[src/rtl/clk_div_sched_if.sv]
// Config and control bundle for the clock-divider tick scheduler.
// The master side configures and starts runs; the slave side (the scheduler) returns ticks and status.
interface clk_div_sched_if #(
  parameter int DIV_W = 16,
  parameter int CNT_W = 8
);
  logic             cfg_valid;
  logic             cfg_ready;
  logic [DIV_W-1:0] cfg_div;
  logic [CNT_W-1:0] cfg_burst;
  logic             start;
  logic             stop;
  logic             tick;
  logic             clk_out;
  logic             busy;
  logic             done;

  modport master (
    output cfg_valid, cfg_div, cfg_burst, start, stop,
    input  cfg_ready, tick, clk_out, busy, done
  );

  modport slave (
    input  cfg_valid, cfg_div, cfg_burst, start, stop,
    output cfg_ready, tick, clk_out, busy, done
  );
endinterface

[src/rtl/clk_div_sched.sv]
// Programmable tick scheduler: emits a one-cycle tick every div_q cycles and a divided
// square wave, in continuous or finite-burst runs controlled by start/stop.
module clk_div_sched #(
  parameter int DIV_W       = 16,
  parameter int CNT_W       = 8,
  parameter int DEFAULT_DIV = 16
) (
  input  logic            clk,
  input  logic            rst,
  clk_div_sched_if.slave  bus
);

  typedef enum logic [1:0] {
    ST_IDLE = 2'd0,
    ST_RUN  = 2'd1,
    ST_DONE = 2'd2
  } state_t;

  state_t           state_r;
  logic [DIV_W-1:0] div_r;
  logic [CNT_W-1:0] burst_r;
  logic [DIV_W-1:0] cnt_r;
  logic [CNT_W-1:0] tick_cnt_r;
  logic             tick_r;
  logic             done_r;
  logic             clk_out_r;

  logic [DIV_W-1:0] div_clamp_s;
  logic [DIV_W-1:0] half_div_s;
  logic [CNT_W-1:0] tick_cnt_inc_s;
  logic             terminal_s;
  logic             last_tick_s;
  logic             level_s;

  // Decode config clamp, terminal count and the final-tick condition of a finite burst.
  always_comb begin
    div_clamp_s    = (bus.cfg_div < DIV_W'(2)) ? DIV_W'(2) : bus.cfg_div;
    half_div_s     = div_r >> 1;
    tick_cnt_inc_s = tick_cnt_r + CNT_W'(1);
    terminal_s     = (cnt_r == (div_r - DIV_W'(1)));
    last_tick_s    = (burst_r != {CNT_W{1'b0}}) && (tick_cnt_inc_s == burst_r);
    level_s        = (cnt_r >= half_div_s);
  end

  assign bus.cfg_ready = (state_r == ST_IDLE);
  assign bus.busy      = (state_r != ST_IDLE);
  assign bus.tick      = tick_r;
  assign bus.done      = done_r;
  assign bus.clk_out   = clk_out_r;

  // Scheduler FSM with registered tick, done and divided-level outputs.
  always_ff @(posedge clk or negedge rst) begin
    if (!rst) begin
      state_r    <= ST_IDLE;
      div_r      <= DIV_W'(DEFAULT_DIV);
      burst_r    <= {CNT_W{1'b0}};
      cnt_r      <= {DIV_W{1'b0}};
      tick_cnt_r <= {CNT_W{1'b0}};
      tick_r     <= 1'b0;
      done_r     <= 1'b0;
      clk_out_r  <= 1'b0;
    end else begin
      case (state_r)
        ST_IDLE: begin
          tick_r    <= 1'b0;
          done_r    <= 1'b0;
          clk_out_r <= 1'b0;
          if (bus.cfg_valid) begin
            div_r   <= div_clamp_s;
            burst_r <= bus.cfg_burst;
          end
          // A same-cycle config handshake is already reflected in div_r/burst_r for the run.
          if (bus.start && !bus.stop) begin
            state_r    <= ST_RUN;
            cnt_r      <= {DIV_W{1'b0}};
            tick_cnt_r <= {CNT_W{1'b0}};
          end
        end
        ST_RUN: begin
          if (bus.stop) begin
            state_r    <= ST_IDLE;
            cnt_r      <= {DIV_W{1'b0}};
            tick_cnt_r <= {CNT_W{1'b0}};
            tick_r     <= 1'b0;
            done_r     <= 1'b0;
            clk_out_r  <= 1'b0;
          end else if (terminal_s) begin
            cnt_r      <= {DIV_W{1'b0}};
            tick_r     <= 1'b1;
            tick_cnt_r <= tick_cnt_inc_s;
            if (last_tick_s) begin
              done_r    <= 1'b1;
              state_r   <= ST_DONE;
              clk_out_r <= 1'b0;
            end else begin
              done_r    <= 1'b0;
              clk_out_r <= level_s;
            end
          end else begin
            cnt_r     <= cnt_r + DIV_W'(1);
            tick_r    <= 1'b0;
            done_r    <= 1'b0;
            clk_out_r <= level_s;
          end
        end
        ST_DONE: begin
          state_r   <= ST_IDLE;
          tick_r    <= 1'b0;
          done_r    <= 1'b0;
          clk_out_r <= 1'b0;
        end
        default: begin
          state_r   <= ST_IDLE;
          tick_r    <= 1'b0;
          done_r    <= 1'b0;
          clk_out_r <= 1'b0;
        end
      endcase
    end
  end

endmodule

[src/flat_wrapper.sv]
// flat-port wrapper written by rule: the top's interface ports become plain ports
module clk_div_sched_flat 
#(
  parameter int DIV_W       = 16,
  parameter int CNT_W       = 8,
  parameter int DEFAULT_DIV = 16
)
  (clk, rst, bus_cfg_valid, bus_cfg_div, bus_cfg_burst, bus_start, bus_stop, bus_cfg_ready, bus_tick, bus_clk_out, bus_busy, bus_done);
  clk_div_sched_if #(.DIV_W(DIV_W), .CNT_W(CNT_W)) bus_i ();
  input  logic clk;
  input  logic rst;
  input wire logic [$bits(bus_i.cfg_valid)-1:0] bus_cfg_valid;
  input wire logic [$bits(bus_i.cfg_div)-1:0] bus_cfg_div;
  input wire logic [$bits(bus_i.cfg_burst)-1:0] bus_cfg_burst;
  input wire logic [$bits(bus_i.start)-1:0] bus_start;
  input wire logic [$bits(bus_i.stop)-1:0] bus_stop;
  output wire logic [$bits(bus_i.cfg_ready)-1:0] bus_cfg_ready;
  output wire logic [$bits(bus_i.tick)-1:0] bus_tick;
  output wire logic [$bits(bus_i.clk_out)-1:0] bus_clk_out;
  output wire logic [$bits(bus_i.busy)-1:0] bus_busy;
  output wire logic [$bits(bus_i.done)-1:0] bus_done;
  assign bus_i.cfg_valid = bus_cfg_valid;
  assign bus_i.cfg_div = bus_cfg_div;
  assign bus_i.cfg_burst = bus_cfg_burst;
  assign bus_i.start = bus_start;
  assign bus_i.stop = bus_stop;
  assign bus_cfg_ready = bus_i.cfg_ready;
  assign bus_tick = bus_i.tick;
  assign bus_clk_out = bus_i.clk_out;
  assign bus_busy = bus_i.busy;
  assign bus_done = bus_i.done;
  clk_div_sched #(.DIV_W(DIV_W), .CNT_W(CNT_W), .DEFAULT_DIV(DEFAULT_DIV)) u_core (.clk(clk), .rst(rst), .bus(bus_i));
endmodule
[config.mk]
export PLATFORM = sky130hd
export DESIGN_NAME = clk_div_sched_flat
export DESIGN_NICKNAME = d
export VERILOG_FILES = /design/src/rtl/clk_div_sched_if.sv /design/src/rtl/clk_div_sched.sv /design/src/flat_wrapper.sv
export SDC_FILE = /design/constraint.sdc
export NUM_CORES = 1
export LEC_CHECK = 0
export CAP_MARGIN = 10
export CORE_UTILIZATION = 40
export DETAILED_ROUTE_END_ITERATION = 8
export DONT_BUFFER_PORTS = 1
export PLACE_DENSITY_LB_ADDON = 0.08
export SYNTH_ARGS = -nofsm -noshare
export SYNTH_HDL_FRONTEND = slang
export SYNTH_SLANG_ARGS = --single-unit
[constraint.sdc]
create_clock -name clk -period 3.6 [get_ports clk]
set_input_delay 0.54 -clock clk [delete_from_list [all_inputs] [get_ports clk]]
set_output_delay 0.54 -clock clk [all_outputs]
set_load 0.01 [all_outputs]
==> flow_summary.yaml, run 1 <==
run_status:
  outcome: "finished, final reports clean"
floorplanning:
  rows: 33
  ioPinCount: 34
  die_w_um: 94.6
  die-area_mm2: 0.00895
  coreArea_mm2: 0.00826
  die_y_um: 94.6
  start_util: 0.415
worst_setup_path:
  crit_fanout: 11
  rrSetupSlack_ns: 0.54
  r2r-start: "u_core.div_r[1]$_DFFE_PN0P_"
  slowest_stage: "or4_4"
  worst_ep_required_time_ns: 3.80
  endpoint_kind: "flop"
  critPathMaxStageDelay_ns: 0.57
  start_kind: "flop"
  crit_type: "flop to flop"
  crit_arrival_ns: 3.26
  crit_path_start: "u_core.div_r[1]$_DFFE_PN0P_"
  cp_cell_sequence: "nor3_1 > nand2_2 > xnor2_1 > a2111oi_1 > nand2_1 > or4_4 > a21oi_4 > buf_4 > nor2_1"
logic_synthesis:
  async_flop_share: 1.00
  synth_edf_count: 0
  yosysUniqueCellTypes: 60
  synth_seq_cells: 53
  synth_area_per_cell_um2: 9.34
  syn-cell-area_mm2: 0.00343
  synth-seq-area-share: 0.387
  syn_nets: 414
  yosysWarnings: 0
  syn_inst: 367
  ys.flop_type: "dfrtp_1"
route:
  wl_met3_um: 246
  wl_per_cell_um: 17.1
  dr_wl_met2_mm: 3.93
  finalWirelength_mm: 8.09
  via_per_inst: 5.48
  met1_length_mm: 3.84
  routed.top_layer: "met4"
  antenna_left: 0
  drt_iter0_markers: 102
  drc: 0
  num_vias: 2594
  first_pass_iters: 6
clock_network:
  clock_latency_ns: 0.31
  htreeDepth: 2
  cts_buffers: 5
  cts-root-buf: "clkbuf_8"
  clkSlewWorstSetupHoldPaths_ns: 0.10
  cts_buffer_depth: 2
  clock-sinks: 53
  cts_tree: "yes"
  cts-resized-gates: 0
final_layout:
  layout_common_cells: "dfrtp_1, nand2_1, xnor2_1"
  nFillCells: 815
  drive_gt1_frac: 0.114
  fin_nets: 414
  fin_cells: 473
  final_cell_area_mm2: 0.00364
  syn2layout_area_growth_pct: 6.09
  final_common_cell: "dfrtp_1"
  insertedDiodeCount: 0
global_route:
  grt_overflow: 0
  track_usage: 0.197
  grt_pass1_wl_mm: 13.3
  grt_pass1_vias: 2586
  antenna_found_initial: 0
  grt_max_degree: 53
place:
  gp_congestion: 0.855
  place_area_mm2: 0.00352
  dpl.cell_count: 464
  io_buffers: 0
  dp_hpwl_mm: 6.17
timing:
  rsz0062_at_grt: "no"
  finalClockSkew_ns: 0.0110
  tightest_slew_ns: 0.719
  fmax_ghz: 0.327
  tns_ns: 0
  slew_headroom: 0.517
  setup_viol: 0
  maxSlewViolCount: 0
  final_hold_viol_count: 0
  finalCritPeriodShare: 0.850
  worst_hold_slack_ns: 0.0595
  min_period_ns: 3.06
pwr:
  ir_worst_vdd_v: 0.000155
  pwr_density_cell_mw_per_mm2: 384
  p_leak_uw: 0.00157
job:
  cap_violations: 0
min_path:
  hold_path.class: "input pin to async pin"
==> critical path, delay by kind of cell, from the launching register on <==
kind	cells	cell delay [ns]
AO/OA/AOI/OAI	2	0.67
flip-flops	1	0.44
AND/OR/NAND/NOR	5	1.44
XOR/XNOR	1	0.15
buffers and inverters	1	0.25
==> cell families (layout without fill, tap and decap cells) <==
| family | Yosys count | in the layout | share of synthesized area |
|---|---|---|---|
| xor gates and xnor gates | 40 | 40 | 0.102 |
| DFF | 53 | 53 | 0.387 |
| and+or+nand+nor | 146 | 146 | 0.240 |
| AOI/OAI and AO/OA | 64 | 64 | 0.126 |
| adders and majority gates | 18 | 18 | 0.0657 |
| muxes | 11 | 11 | 0.0354 |
| buffers and inverters | 35 | 36 | 0.0438 |
==> timing repair <==
action	4_1_cts	5_1_grt
endpoints found under the hold margin	52	0
setup buffers	0	0
hold buffers	1	0
setup endpoints to repair	0	0
==> final timing paths <==
path                                            endpoint  depth (start not counted)
hold / removal               u_core.div_r[4]$_DFFE_PN1P_                          0
min in group clk             u_core.div_r[4]$_DFFE_PN1P_                          2
setup / recovery             u_core.cnt_r[5]$_DFFE_PN0P_                          9
setup reg to reg             u_core.cnt_r[5]$_DFFE_PN0P_                          9
max in group asynchronous      u_core.bus.tick$_DFF_PN0_                          1
hold reg to reg            u_core.burst_r[4]$_DFFE_PN0P_                          1
==> report_power, final <==
| group | switching (uW) | internal [uW] |
|---|---|---|
| Clock | 210 | 138 |
| Combinational | 191 | 141 |
| Sequential | 69.8 | 646 |
| Total | 471 | 925 |
==> cell type report <==
cell class	instances	area, um^2	share of cell area
Clock inverter	2	15.0	0.00413
Tap cell	105	131	0.0361
Multi-Input combinational cell	279	1950	0.536
Timing Repair Buffer	4	50.0	0.0138
Clock buffer	6	72.6	0.0199
Inverter	24	90.1	0.0248
Sequential cell	53	1330	0.365
==> Yosys cell counts, types with 6 or more instances <==
master | n | share of area
o21ai_0 | 19 | 0.028
nor2_1 | 22 | 0.024
nand2_1 | 33 | 0.036
a21oi_1 | 12 | 0.018
mux2_2 | 9 | 0.030
dfrtp_1 | 52 | 0.38
nand3_1 | 22 | 0.032
a21o_1 | 6 | 0.013
nor2_2 | 10 | 0.018
inv_1 | 24 | 0.026
xor2_1 | 13 | 0.033
nor3_1 | 10 | 0.015
xnor2_1 | 27 | 0.069
nand4_1 | 10 | 0.018
ha_1 | 18 | 0.066
clkbuf_1 | 7 | 0.0077
==> state kept, by name, summed over array words and instances (netlist names) <==
register,flops
u_core.cnt_r,16
u_core.div_r,16
u_core.bus.tick,1
u_core.bus.clk_out,1
u_core.burst_r,8
u_core.state_r,2
u_core.bus.done,1
u_core.tick_cnt_r,8
==> metrics by stage <==
step | power, uW | util | setup WS [ns]
floorplan | 967 | - | 0.887
global placement | 1040 | 0.427 | 0.612
detailed placement | 1050 | 0.427 | 0.570
CTS | 1420 | 0.441 | 0.549
global route | 1490 | 0.441 | 0.327
finish | 1400 | 0.441 | 0.539
==> routing by layer <==
layer / up-vias / GRT usage
met3: 10 / 0.0330
met2: 46 / 0.330
li1: 1301 / -
met1: 1237 / 0.269
met5: - / 0
met4: 0 / 0.0379
Power figures use the tool's default switching activity.
==> run 2, diff against run 1 <==
--- a/config.mk
+++ b/config.mk
@@ -10,6 +10,7 @@
 export DETAILED_ROUTE_END_ITERATION = 8
 export DONT_BUFFER_PORTS = 1
 export PLACE_DENSITY_LB_ADDON = 0.08
+export RECOVER_POWER = 25
 export SYNTH_ARGS = -nofsm -noshare
 export SYNTH_HDL_FRONTEND = slang
 export SYNTH_SLANG_ARGS = --single-unit
==> flow_summary.yaml, run 2 (synthesized netlist as in run 1, its figures left out) <==
worst_setup_path:
  crit_fanout: 11
  crit_arrival_ns: 3.26
  start_kind: "flop"
  worst_ep_required_time_ns: 3.80
  crit_type: "flop to flop"
  endpoint_kind: "flop"
timing:
  final_hold_viol_count: 0
  tns_ns: 0
  finalClockSkew_ns: 0.00784
  rsz0062_at_grt: "no"
  min_period_ns: 3.06
  fmax_ghz: 0.327
  tightest_slew_ns: 2.84
  finalCritPeriodShare: 0.850
  maxSlewViolCount: 53
  slew_headroom: -0.892
  setup_viol: 0
pwr:
  p_leak_uw: 0.00156
  pwr_density_cell_mw_per_mm2: 385
  power_frac_clock: 0.249
  cellInternalPower_uw: 922
  p_comb_frac: 0.236
  seq_power_share: 0.515
  switching_power_uw: 468
  ir_worst_vdd_v: 0.000154
  switching_share: 0.337
clock_network:
  clock-sinks: 53
  cts_tree: "yes"
  clock_latency_ns: 0.31
  clkSlewWorstSetupHoldPaths_ns: 0.10
  htreeDepth: 2
  cts-root-buf: "clkbuf_8"
  cts_buffer_depth: 2
  cts_buffers: 5
global_route:
  grt_max_degree: 53
  track_usage: 0.197
  grt_overflow: 0
  grt_pass1_vias: 2586
  grt_pass1_wl_mm: 13.3
  antenna_found_initial: 0
route:
  antenna_left: 0
  first_pass_iters: 4
  via_per_inst: 5.47
  drc: 0
  wl_per_cell_um: 17.1
  drt_iter0_markers: 102
  num_vias: 2589
  finalWirelength_mm: 8.08
floorplanning:
  die-area_mm2: 0.00895
  die_w_um: 94.6
  coreArea_mm2: 0.00826
  start_util: 0.415
  ioPinCount: 34
  die_y_um: 94.6
  rows: 33
final_layout:
  drive_gt1_frac: 0.111
  final_common_cell: "dfrtp_1"
  fin_nets: 414
  syn2layout_area_growth_pct: 5.40
  fin_cells: 473
  top_regs: "u_core.cnt_r: 16 flops, u_core.div_r: 16 flops"
  insertedDiodeCount: 0
  layout_common_cells: "dfrtp_1, nand2_1, xnor2_1"
min_path:
  hold_path.class: "input pin to async pin"
run_status:
  outcome: "complete, but fails checks"
  violations: "max-capacitance violations, max-slew violations"
place:
  gp_congestion: 0.855
  dp_hpwl_mm: 6.17
  io_buffers: 0
  dpl.cell_count: 464
job:
  cap_violations: 1
-- run 2: cell type report --
type | instances | area, um^2
Sequential cell | 53 | 1330
Timing Repair Buffer | 4 | 26.3
Clock inverter | 2 | 15.0
Multi-Input combinational cell | 279 | 1950
Clock buffer | 6 | 72.6
Inverter | 24 | 90.1
Fill cell | 819 | 4640
Tap cell | 105 | 131
-- run 2: power by group through the flow --
stage               clock network, uW  registers, uW  logic [uW]
global route                      386            726         372
detailed placement                  0            727         319
global placement                    0            728         316
CTS                               364            717         336
floorplan                           0            708         259
finish                            346            716         328
-- run 2: worst paths after layout --
path / slack, ns / endpoint / cells after the start / from
hold reg to reg: 0.54 / u_core.burst_r[4]$_DFFE_PN0P_ / 1 / u_core.burst_r[4]$_DFFE_PN0P_
setup reg to reg: 0.54 / u_core.cnt_r[5]$_DFFE_PN0P_ / 9 / u_core.div_r[1]$_DFFE_PN0P_
max in group asynchronous: 0.86 / u_core.bus.tick$_DFF_PN0_ / 1 / rst
setup / recovery: 0.54 / u_core.cnt_r[5]$_DFFE_PN0P_ / 9 / u_core.div_r[1]$_DFFE_PN0P_
min in group clk: 0.33 / u_core.div_r[4]$_DFFE_PN1P_ / 2 / bus_cfg_div[4]
hold / removal: 0.06 / u_core.div_r[4]$_DFFE_PN1P_ / 0 / rst
-- run 2: worst max-delay path, cell delays in order (launching register included) --
cell	delay (ns)
dfrtp_1	0.44
nor3_1	0.46
nand2_2	0.14
xnor2_1	0.15
a2111oi_1	0.43
nand2_1	0.20
or4_4	0.57
a21oi_4	0.24
buf_4	0.25
nor2_1	0.07
-- run 2: metal layers --
layer,global-route usage,routed length [um],vias to the layer above
li1,-,-,1301
met1,0.269,3830,1242
met2,0.330,3950,42
met3,0.0330,243,4
met4,0.0379,52,0
met5,0,0,-
-- run 2: metrics by stage --
| step | hold WS [ns] | total power (uW) | instance area (um^2) | util | worst slack (ns) |
|---|---|---|---|---|---|
| 4_1_cts | 0.0505 | 1420 | 3640 | 0.441 | 0.549 |
| 5_1_grt | 0.0315 | 1480 | 3610 | 0.438 | 0.203 |
| 6_report | 0.0600 | 1390 | 3610 | 0.438 | 0.539 |
| 3_5_place_dp | 0.246 | 1050 | 3520 | 0.427 | 0.570 |
| 3_3_place_gp | 0.246 | 1040 | 3520 | 0.427 | 0.612 |
| 2_1_floorplan | 0.244 | 967 | 3430 | - | 0.887 |
-- run 2: timing repair --
action | 4_1_cts | 5_1_grt
hold endpoints to repair | 52 | 0
gates resized for setup | 0 | 0
setup buffers | 0 | 0
hold buffers | 1 | 0
